## src/rtl/reg100_rr_arbiter.sv

```systemverilog
// Round-robin arbiter and sequencer for a shared 100-bit holding register.
// Four level-sensitive requesters feed one valid/ready consumer; owner tracks the held word's source.
module reg100_rr_arbiter #(
  parameter int unsigned WIDTH = 100
) (
  input  logic             clk,
  input  logic             reset,
  input  logic [3:0]       req,
  input  logic [WIDTH-1:0] in0,
  input  logic [WIDTH-1:0] in1,
  input  logic [WIDTH-1:0] in2,
  input  logic [WIDTH-1:0] in3,
  input  logic             flush,
  output logic [3:0]       gnt,
  output logic [WIDTH-1:0] out,
  output logic             out_valid,
  input  logic             out_ready,
  output logic [1:0]       owner
);

  localparam int unsigned NREQ  = 4;
  localparam int unsigned PTR_W = 2;

  typedef enum logic {
    EMPTY = 1'b0,
    FULL  = 1'b1
  } state_e;

  state_e             state_q, state_d;
  logic [WIDTH-1:0]   out_q, out_d;
  logic [PTR_W-1:0]   owner_q, owner_d;
  logic [PTR_W-1:0]   rr_ptr_q, rr_ptr_d;

  logic               accept;
  logic               win_found;
  logic [PTR_W-1:0]   win;
  logic [PTR_W-1:0]   idx;

  // Arbitration, capture mux and next-state logic.
  always_comb begin
    state_d   = state_q;
    out_d     = out_q;
    owner_d   = owner_q;
    rr_ptr_d  = rr_ptr_q;
    gnt       = 4'b0000;
    win_found = 1'b0;
    win       = '0;
    idx       = '0;

    accept = !reset && !flush && ((state_q == EMPTY) || out_ready);

    if (accept) begin
      // First set request scanning upward from the pointer, wrapping modulo 4.
      for (int unsigned k = 0; k < NREQ; k++) begin
        idx = PTR_W'(rr_ptr_q + PTR_W'(k));
        if (!win_found && req[idx]) begin
          win_found = 1'b1;
          win       = idx;
        end
      end
    end

    if (win_found) begin
      gnt[win] = 1'b1;
      owner_d  = win;
      state_d  = FULL;
      rr_ptr_d = PTR_W'(win + PTR_W'(1));
      case (win)
        2'd0:    out_d = in0;
        2'd1:    out_d = in1;
        2'd2:    out_d = in2;
        default: out_d = in3;
      endcase
    end else if (flush || out_ready) begin
      // Drain or discard; EMPTY stays EMPTY either way.
      state_d = EMPTY;
    end
  end

  always_ff @(posedge clk) begin
    if (reset) begin
      state_q  <= EMPTY;
      out_q    <= '0;
      owner_q  <= '0;
      rr_ptr_q <= '0;
    end else begin
      state_q  <= state_d;
      out_q    <= out_d;
      owner_q  <= owner_d;
      rr_ptr_q <= rr_ptr_d;
    end
  end

  assign out       = out_q;
  assign out_valid = (state_q == FULL);
  assign owner     = owner_q;

endmodule

```

## config.mk

```make
export PLATFORM = sky130hd
export DESIGN_NAME = reg100_rr_arbiter
export DESIGN_NICKNAME = d
export VERILOG_FILES = /design/src/rtl/reg100_rr_arbiter.sv
export SDC_FILE = /design/constraint.sdc
export NUM_CORES = 1
export LEC_CHECK = 0
export CORE_AREA = 2 2 202 204
export DETAILED_ROUTE_END_ITERATION = 16
export DIE_AREA = 0 0 204 206
export GPL_TIMING_DRIVEN = 1
export SYNTH_ARGS = -nofsm -noshare
export SYNTH_HDL_FRONTEND = slang
export SYNTH_SLANG_ARGS = --single-unit
```

## constraint.sdc

```tcl
create_clock -name clk -period 10.9 [get_ports clk]
set_input_delay 2.725 -clock clk [delete_from_list [all_inputs] [get_ports clk]]
set_output_delay 2.725 -clock clk [all_outputs]
set_load 0.005 [all_outputs]
```

==> flow_metrics.py <==
metrics = {
    "outcome": {
        "status": "complete, no violations",
    },
    "global_routing": {
        "antenna_found_initial": 4,
        "grt_remaining_overflow": 0,
        "grt_pass1_vias": 7879,
        "track_usage": 0.138,
        "globalRouteMet1Util": 0.150,
        "grt_max_degree": 147,
        "grt_util_met3": 0.0407,
        "grt_pass1_wl_um": 44100,
        "grt_use_met2": 0.249,
        "grt-busiest-layer": "met2",
    },
    "synthesis": {
        "yosysWarnings": 0,
        "synthFlopType": "dfxtp_1",
        "async_flop_share": 0,
        "seq_area_frac_synth": 0.339,
        "syn_area_um2": 6200,
        "synth.ff_latch_count": 105,
        "synth_edf_count": 0,
        "avgSynthCellArea_um2": 7.38,
        "synth.distinct_cells": 31,
        "synth_fp_nets": 1253,
        "synth_cells": 840,
    },
    "finish": {
        "final_cell_area_um2": 12100,
        "areaGrowthSynthToFinish_pct": 94.7,
        "fillers": 4348,
        "layout_common_cells": "clkdlybuf4s50_1 (513), nand2_1 (204), o21ai_0 (189), dfxtp_1 (105), nand2b_1 (103)",
        "final_common_cell": "clkdlybuf4s50_1",
        "drive_gt1_frac": 0.0272,
        "multi_input_area_um2": 3760,
        "fin_nets": 1696,
        "register_area_um2": 2100,
        "final_core_util": 0.300,
        "fin_cells": 1821,
    },
    "critical_path": {
        "cp_common_cell": "clkdlybuf4s50_1",
        "end_kind": "output port",
        "rr_startpoint": "out_valid",
        "crit_path_top_delay_cell": "ha_4",
        "r2r_slack_ns": 7.15,
        "path_class": "in -> out",
        "start_kind": "primary input",
        "rr_endpoint": "out[7]",
        "worstPathArrival_ns": 5.85,
        "cpPeakStageDelay_ns": 0.62,
        "critPathRequiredTime_ns": 8.18,
        "crit_chain": "clkdlybuf4s50_1 > nor4_2 > or4_4 > a2111oi_4 > ha_4 > and2_1 > clkdlybuf4s50_1",
        "ff2ff_path_depth": 9,
        "cp_max_fo": 48,
    },
    "cts": {
        "cts_tree": "built",
        "clk_pin_slew_ns": 0.07,
        "ctsResizeCount": 0,
        "cts_buffer_depth": 2,
        "ctsHoldBuffers": 0,
        "h-tree-depth": 3,
        "post-cts-setup-buffers": 0,
        "clock_sinks": 105,
        "cts_buffers": 9,
        "clk-insertion-delay-late_ns": 0.37,
        "cts-root-buf": "clkbuf_16",
    },
    "sta": {
        "finalSetupTns_ns": 0,
        "finalSetupViolations": 0,
        "post-route-period-util": 0.787,
        "hold_viol": 0,
        "min_period_ns": 8.57,
        "slew_headroom": 0.289,
        "drv_slew": 0,
        "tightest_slew_ns": 1.07,
        "whs_ns": 0.467,
        "max_clock_freq_ghz": 0.117,
        "fin_skew_ns": 0.00977,
        "rsz0062_at_grt": "false",
    },
    "floorplanning": {
        "die_y_um": 206,
        "core_um2": 40200,
        "row_count": 74,
        "die_w_um": 204,
        "ioPinCount": 515,
        "start_util": 0.154,
        "dieArea_um2": 42000,
    },
    "detailed_routing": {
        "drtPass1Iterations": 8,
        "ant_nets": 0,
        "wl_um": 30500,
        "wl_per_cell_um": 16.8,
        "num_vias": 8056,
        "drc": 0,
        "drt-vias-per-instance": 4.42,
        "drt_iter0_drc": 716,
    },
    "placement": {
        "port_buffers": 514,
        "gp_congestion": 0.888,
        "dpl_cell_area_um2": 11800,
        "dp_hpwl_um": 23200,
        "placed_cells": 1804,
    },
    "pwr": {
        "power_switching_mw": 0.305,
        "combPwrFrac": 0.317,
        "power.internal_mw": 0.840,
        "power_frac_clock": 0.303,
        "ir_drop_mv": 0.0627,
        "sw_frac_of_total": 0.266,
        "pwr-share-seq": 0.380,
        "leakagePower_nw": 4.14,
        "power_density_nw_per_um2": 94.9,
    },
    "hold_path": {
        "hp-class": "reg -> reg",
        "min_to": "out[23]",
        "min-delay-start": "out[23]",
        "whs_path_depth": 2,
    },
    "job": {
        "max_cap_violations": 0,
    },
}
==> flip-flops by register name (all words and copies together), names as in the netlist <==
register and flops:
out 100, owner 2, rr_ptr_q 2, out_valid 1
==> Yosys cell counts (2+ instances only) <==
cell type,instances,area share
nor2b_1,2,0.0020
nand2_1,204,0.12
and2_1,4,0.0040
ha_1,5,0.010
buf_1,2,0.0012
nand2b_1,103,0.10
inv_1,4,0.0024
o21ai_1,12,0.0097
a222oi_1,100,0.16
buf_2,9,0.0073
o21ai_0,189,0.15
buf_4,4,0.0048
clkbuf_1,73,0.044
dfxtp_1,105,0.34
a21oi_1,2,0.0016
nor3_1,5,0.0040
nor2_1,3,0.0018
==> critical path: cells and delay by family <==
family	cells	cell delay, ns
AOI/OAI and AO/OA	1	0.57
buffers and inverters	2	1.12
adders and majority gates	1	0.62
and+or+nand+nor	3	0.81
==> layout make-up <==
class	count	share of cell area
Clock inverter	4	0.00425
Tap cell	532	0.0552
Clock buffer	12	0.0213
Inverter	5	0.00156
Sequential cell	105	0.174
Multi-Input combinational cell	641	0.312
Timing Repair Buffer	521	0.432
Antenna cell	1	0.000207
==> routing by layer <==
metal / vias up / wire (um)
met5: - / 16
met4: 2 / 916
met3: 41 / 2610
met2: 367 / 15100
met1: 3693 / 11900
li1: 3953 / -
==> power by group through the flow <==
stage / Sequential (mW) / Combinational [mW] / Clock (mW)
finish: 0.435 / 0.362 / 0.347
CTS: 0.436 / 0.367 / 0.366
global route: 0.440 / 0.392 / 0.381
floorplan: 0.446 / 0.104 / 0
global placement: 0.443 / 0.364 / 0
detailed placement: 0.444 / 0.365 / 0
==> logic make-up after synthesis <==
family | Yosys count | synth area share
compound gates | 308 | 0.336
fa+ha+maj | 5 | 0.0101
buf+inv | 94 | 0.0624
flops | 105 | 0.339
simple gates | 328 | 0.253
==> how the worst max path moves through the flow <==
| stage | startpoint | end | cells past startpoint |
|---|---|---|---|
| 3_5_place_dp | req[0] | gnt[1] | 7 |
| 4_1_cts | req[0] | gnt[1] | 7 |
| 2_1_floorplan | reset | gnt[1] | 7 |
| 6_report | req[0] | gnt[1] | 7 |
| 3_3_place_gp | req[1] | gnt[1] | 7 |
| 5_1_grt | req[0] | gnt[1] | 7 |
==> per-stage QoR <==
stage | power, mW | setup slack, ns
after floorplan | 0.550 | 3.45
after global placement | 0.807 | 2.37
after detailed placement | 0.809 | 2.31
after CTS | 1.17 | 2.30
after global routing | 1.21 | 2.16
final | 1.14 | 2.33
Power figures use the tool's default switching activity.
